--- src/rtl/basilisk_writeback_arbiter_pkg.sv ---
// Shared types and constants for the basilisk vector FPU writeback return path.
//   BASILISK_WRITEBACK_PORTS : default number of functional-unit result streams
//   basilisk_writeback_unit_t: port index of each functional unit
//   basilisk_writeback_result_t: one finished, already-rounded result (39 bits)
//   ptr_width()              : width of a round-robin pointer over n ports (>= 1)
package basilisk_writeback_arbiter_pkg;

  localparam int BASILISK_WRITEBACK_PORTS = 4;

  typedef enum logic [2:0] {
    ADD     = 3'd0,
    MULT    = 3'd1,
    DIVIDE  = 3'd2,
    SQRT    = 3'd3,
    CONVERT = 3'd4,
    MEMORY  = 3'd5
  } basilisk_writeback_unit_t;

  typedef struct packed {
    logic [4:0]  dest_reg_addr;
    logic [1:0]  dest_offset_addr;
    logic [31:0] result;
  } basilisk_writeback_result_t;

  localparam int BASILISK_RESULT_W = $bits(basilisk_writeback_result_t);

  // A single port still needs a 1-bit pointer so the vector is never zero-width.
  function automatic int ptr_width(input int n);
    return (n > 1) ? $clog2(n) : 1;
  endfunction

endpackage

--- src/rtl/basilisk_rr_arbiter.sv ---
// Fair round-robin arbiter for the writeback return path.
//   clk, rst     : clock, synchronous active-high reset (clears the pointer)
//   i_req        : per-port request vector
//   i_enable     : grant may be issued (downstream has room, not in reset)
//   i_accept     : a granted request transferred on this edge
//   o_grant      : one-hot grant (all zero when disabled or no request)
//   o_grant_idx  : index of the selected port (meaningful when a grant is issued)
module basilisk_rr_arbiter
  import basilisk_writeback_arbiter_pkg::*;
#(
  parameter int NUM_PORTS = BASILISK_WRITEBACK_PORTS,
  localparam int PTR_W    = ptr_width(NUM_PORTS)
) (
  input  logic                 clk,
  input  logic                 rst,
  input  logic [NUM_PORTS-1:0] i_req,
  input  logic                 i_enable,
  input  logic                 i_accept,
  output logic [NUM_PORTS-1:0] o_grant,
  output logic [PTR_W-1:0]     o_grant_idx
);

  logic [PTR_W-1:0] r_rr_ptr;
  logic             w_found;
  logic [PTR_W-1:0] w_idx;
  logic [PTR_W-1:0] w_next_ptr;

  // Cyclic search from r_rr_ptr: first pass covers indices at or above the
  // pointer, second pass wraps around to the low indices.
  always_comb begin
    w_found = 1'b0;
    w_idx   = '0;
    for (int i = 0; i < NUM_PORTS; i++) begin
      if (!w_found && i_req[i] && (PTR_W'(i) >= r_rr_ptr)) begin
        w_found = 1'b1;
        w_idx   = PTR_W'(i);
      end
    end
    for (int i = 0; i < NUM_PORTS; i++) begin
      if (!w_found && i_req[i]) begin
        w_found = 1'b1;
        w_idx   = PTR_W'(i);
      end
    end
  end

  always_comb begin
    o_grant = '0;
    for (int i = 0; i < NUM_PORTS; i++) begin
      o_grant[i] = i_enable && w_found && (w_idx == PTR_W'(i));
    end
  end

  assign o_grant_idx = w_idx;
  assign w_next_ptr  = (w_idx == PTR_W'(NUM_PORTS - 1)) ? '0 : w_idx + PTR_W'(1);

  // Pointer moves past the winner only when the grant actually transferred.
  always_ff @(posedge clk) begin
    if (rst) begin
      r_rr_ptr <= '0;
    end else if (i_accept) begin
      r_rr_ptr <= w_next_ptr;
    end
  end

endmodule

--- src/rtl/basilisk_writeback_arbiter.sv ---
// Merges N functional-unit result streams into one register-file writeback
// stream: round-robin arbitration into a 2-entry registered output buffer.
//   clk, rst   : clock, synchronous active-high reset
//   in_valid   : per-port result valid
//   in_ready   : per-port result accepted (at most one bit high)
//   in_data    : packed results, port i at [39*i +: 39]
//   out_valid  : writeback valid (buffer not empty)
//   out_ready  : register file accepts the writeback
//   out_data   : head buffer entry {dest_reg_addr, dest_offset_addr, result}
//   busy       : buffer holds at least one entry
module basilisk_writeback_arbiter
  import basilisk_writeback_arbiter_pkg::*;
#(
  parameter int NUM_PORTS = BASILISK_WRITEBACK_PORTS
) (
  input  logic                                   clk,
  input  logic                                   rst,
  input  logic [NUM_PORTS-1:0]                   in_valid,
  output logic [NUM_PORTS-1:0]                   in_ready,
  input  logic [NUM_PORTS*BASILISK_RESULT_W-1:0] in_data,
  output logic                                   out_valid,
  input  logic                                   out_ready,
  output logic [BASILISK_RESULT_W-1:0]           out_data,
  output logic                                   busy
);

  localparam int PTR_W = ptr_width(NUM_PORTS);

  logic [NUM_PORTS-1:0]       w_grant;
  logic [PTR_W-1:0]           w_grant_idx;
  logic                       w_enable;
  logic                       w_push;
  logic                       w_pop;
  basilisk_writeback_result_t w_push_data;

  basilisk_writeback_result_t r_mem [2];
  logic                       r_wr_ptr;
  logic                       r_rd_ptr;
  logic [1:0]                 r_count;

  // Ready depends only on registered occupancy, never on out_ready, so a
  // full buffer refuses input even in the cycle it is being popped.
  assign w_enable = !rst && (r_count != 2'd2);

  basilisk_rr_arbiter #(
    .NUM_PORTS (NUM_PORTS)
  ) u_rr_arbiter (
    .clk         (clk),
    .rst         (rst),
    .i_req       (in_valid),
    .i_enable    (w_enable),
    .i_accept    (w_push),
    .o_grant     (w_grant),
    .o_grant_idx (w_grant_idx)
  );

  assign in_ready = w_grant;
  assign w_push   = |(in_valid & w_grant);
  assign w_pop    = (r_count != 2'd0) && out_ready;

  always_comb begin
    w_push_data = '0;
    for (int i = 0; i < NUM_PORTS; i++) begin
      if (w_grant_idx == PTR_W'(i)) begin
        w_push_data = in_data[i*BASILISK_RESULT_W +: BASILISK_RESULT_W];
      end
    end
  end

  // Output buffer: 1-bit pointers wrap naturally at two entries. The storage
  // is cleared on reset so out_data reads zero until the first result lands.
  always_ff @(posedge clk) begin
    if (rst) begin
      r_mem[0] <= '0;
      r_mem[1] <= '0;
      r_wr_ptr <= 1'b0;
      r_rd_ptr <= 1'b0;
      r_count  <= 2'd0;
    end else begin
      if (w_push) begin
        r_mem[r_wr_ptr] <= w_push_data;
        r_wr_ptr        <= ~r_wr_ptr;
      end
      if (w_pop) begin
        r_rd_ptr <= ~r_rd_ptr;
      end
      case ({w_push, w_pop})
        2'b10:   r_count <= r_count + 2'd1;
        2'b01:   r_count <= r_count - 2'd1;
        default: r_count <= r_count;
      endcase
    end
  end

  assign out_data  = r_mem[r_rd_ptr];
  assign out_valid = (r_count != 2'd0);
  assign busy      = (r_count != 2'd0);

endmodule

--- config.mk ---
export PLATFORM = sky130hd
export DESIGN_NAME = basilisk_writeback_arbiter
export DESIGN_NICKNAME = d
export VERILOG_FILES = /design/src/rtl/basilisk_writeback_arbiter_pkg.sv /design/src/rtl/basilisk_rr_arbiter.sv /design/src/rtl/basilisk_writeback_arbiter.sv
export SDC_FILE = /design/constraint.sdc
export NUM_CORES = 1
export LEC_CHECK = 0
export CORE_MARGIN = 1.5
export CORE_UTILIZATION = 46
export CTS_CLUSTER_DIAMETER = 30
export DETAILED_ROUTE_END_ITERATION = 8
export PLACE_DENSITY = 0.95
export SLEW_MARGIN = 15
export SYNTH_ARGS = -nofsm -noshare
export SYNTH_HDL_FRONTEND = slang
export SYNTH_SLANG_ARGS = --single-unit
--- constraint.sdc ---
create_clock -name clk -period 6.8 [get_ports clk]
set_input_delay 1.36 -clock clk [delete_from_list [all_inputs] [get_ports clk]]
set_output_delay 1.36 -clock clk [all_outputs]
set_load 0.1 [all_outputs]
==> results.toml <==
[status]
status = "finished, final reports clean"

[floorplan]
rows = 37
core_region_area_um2 = 10200
die_area_um2 = 11000
fp.dieW_um = 105
initial_core_util_pct = 46.9
chipHeight_um = 105
io_pins = 208

[detailed_routing]
wl_per_cell_um = 17.0
firstDrtPassIters = 5
routed_wl_um = 13200
first_iter_violations = 289
antenna_left = 0
dr_total_vias = 4307
routed_via_density = 5.56
route.detailed.drc = 0

[finish]
seq_area_um2 = 2480
finalNetCount = 802
antennaDiodeCount = 0
area_growth_pct = 49.1
nFillCells = 753
drive_gt1_share_pct = 10.8
multi_input_area_um2 = 1980
final_util_pct = 69.9

[timing]
finalSetupViolCount = 0
rsz0062_at_grt = "false"
fin_tns_setup_ns = 0
period_needed_ns = 5.49
slew_headroom_pct = 30.4
finalCritPeriodShare_pct = 80.8
drv_slew = 0
hold_viol_final = 0
fmax_ghz = 0.182
skew_ns = 0.0102
worst_pin_slew_ns = 1.04

[logic_synthesis]
syn-num-nets = 621
syn_avg_cell_area_um2 = 10.5
netlist_area_um2 = 4780
netlist_instances = 453
ys_warn_count = 0
ys_seq_area_share_pct = 52.0
yosys_register_bits = 85
ys_types = 30

[cts]
clkLatencyLatePin_ns = 0.34
cts_hold_buf = 0
cts_sinks = 85
post_cts_buffers = 0
clk_path_buf_depth = 2
cts.reportedPaths.clkPinSlew_ns = 0.08
cts_tree = "built"
htreeDepth = 3
ctsResizeCount = 0
cts-root-buf = "clkbuf_8"
numCtsBuffers = 9

[power]
p_int_mw = 1.34
combPwrFrac_pct = 55.0
power.density_nw_per_um2 = 352
p_sw_mw = 1.17
switching_share_pct = 46.6
pwr-share-clk_pct = 16.2
ir_worst_vdd_mv = 0.339
power_leakage_nw = 2.71
p_seq_share_pct = 28.8

[critical_path]
reg2reg_slack_ns = 2.46
cp.arrival_ns = 4.13
end_kind = "primary output"
crit_required_ns = 5.44
startpoint_type = "input port"
crit_fanout = 6
crit_type = "in2out"

[place]
dp_hpwl_um = 8990
place.gp.congestion = 0.766
portBuffers = 207

[global_routing]
grt_max_degree = 80
grt_util_met2_pct = 44.2
met1_usage_pct = 26.9
first_global_vias = 4321
grt_pass1_wl_um = 20600
grtUsageTotal_pct = 23.8
antenna_found_initial = 0
grt_busiest_layer = "met2"
met3_usage_pct = 4.55
overflow = 0

[hold_path]
hp-class = "reg2reg"

[job]
maxCapViolations = 0
[routing by layer]
layer / wire, um / part of all wire [%]
met5: 0 / 0
met4: 276 / 2.1
met3: 1010 / 7.7
met2: 6890 / 52
met1: 4970 / 38
[cell usage in the layout, fill, tap and decap left out, types with 2 or more instances in the layout]
cell type        count
ha_2                 3
nor2_1              84
xnor2_1              2
ha_1                 2
a21oi_1             44
a22oi_1             41
mux2i_1              2
buf_4                8
inv_1               43
clkdlybuf4s50_1    204
o21ai_0              3
clkinv_1             3
mux2_2              39
nand2b_2             3
nor3_1               2
dfxtp_1              6
and2_1               5
edfxtp_1            78
clkbuf_8             9
a221o_1             38
bufinv_16            3
nand2_1              3
[logic make-up (layout without fill, tap and decap cells)]
logic type	after synthesis	after routing	share of synthesized area [%]
adder cells (fa/ha/maj)	5	5	1.31
AND/OR/NAND/NOR	104	104	9.04
AO/OA/AOI/OAI	130	130	20.4
multiplexers	41	41	9.61
buffers and inverters	85	271	7.12
XOR/XNOR	3	3	0.550
flip-flops	85	85	52.0
[critical path, cell delays in order]
cell             delay, ns
clkdlybuf4s50_1       0.51
mux2i_1               0.19
nor2_1                0.06
nor3_1                0.46
inv_1                 0.18
ha_1                  0.26
and2_1                0.15
clkdlybuf4s50_1       0.96
[through the flow]
| step | power (mW) | instance area [um^2] | hold WS, ns | worst slack, ns | instances |
|---|---|---|---|---|---|
| finish | 2.51 | 7120 | 0.492 | 1.31 | 775 |
| global placement | 2.08 | 6890 | 0.471 | 1.49 | 759 |
| CTS | 2.51 | 7120 | 0.491 | 1.34 | 775 |
| detailed placement | 2.11 | 6890 | 0.484 | 1.17 | 759 |
| global route | 2.61 | 7120 | 0.509 | 1.19 | 775 |
| floorplan | 1.76 | 4780 | 0.458 | 1.88 | 453 |
[cell type report]
| type | count | area share [%] |
|---|---|---|
| clock buffers | 10 | 1.79 |
| clock inverters | 6 | 1.42 |
| inverters | 43 | 2.27 |
| multi-input cells | 283 | 27.8 |
| flip-flops and latches | 85 | 34.9 |
| well taps | 136 | 2.39 |
| repair buffers | 212 | 29.5 |
[cells in the mapped netlist, drive strengths merged]
library cell | instances | area (um^2)
nor2 | 84 | 315
edfxtp | 78 | 2340
a21oi | 44 | 220
inv | 43 | 161
a22oi | 41 | 308
mux2 | 39 | 439
a221o | 38 | 380
clkbuf | 26 | 97.6
buf | 16 | 81.3
dfxtp | 7 | 140
and2 | 5 | 31.3
ha | 5 | 62.6
nand2b | 4 | 25.0
nand2 | 3 | 11.3
o21ai | 3 | 15.0
mux2i | 2 | 20.0
nor2b | 2 | 12.5
nor3 | 2 | 10.0
xnor2 | 2 | 17.5
a2111oi | 1 | 27.5
a211oi | 1 | 7.51
nor3b | 1 | 7.51
nor4 | 1 | 6.26
o21a | 1 | 7.51
o22a | 1 | 8.76
or2 | 1 | 6.26
or3 | 1 | 6.26
xor2 | 1 | 8.76
[sequential cells by signal, indices dropped and copies added, names as in the netlist, named ones only]
name                   count
r_count                    2
r_mem                     78
r_rd_ptr                   1
r_wr_ptr                   1
u_rr_arbiter.r_rr_ptr      2
[power groups by stage]
stage          Clock [mW]  Combinational [mW]  Sequential [mW]
2_1_floorplan           0                1.06            0.695
3_3_place_gp            0                1.35            0.727
3_5_place_dp            0                1.38            0.734
4_1_cts             0.409                1.38            0.723
5_1_grt             0.428                1.44            0.735
6_report            0.407                1.38            0.722
[path summary, 6_finish.rpt]
check,start,end,cells past startpoint
worst max-delay path,in_valid[0],in_ready[0],8
worst min-delay path,r_wr_ptr,r_wr_ptr,2
worst max register to register,u_rr_arbiter.r_rr_ptr[1],r_mem[1][21],10
worst min register to register,r_wr_ptr,r_wr_ptr,2
(Power assumes the default switching activity.)
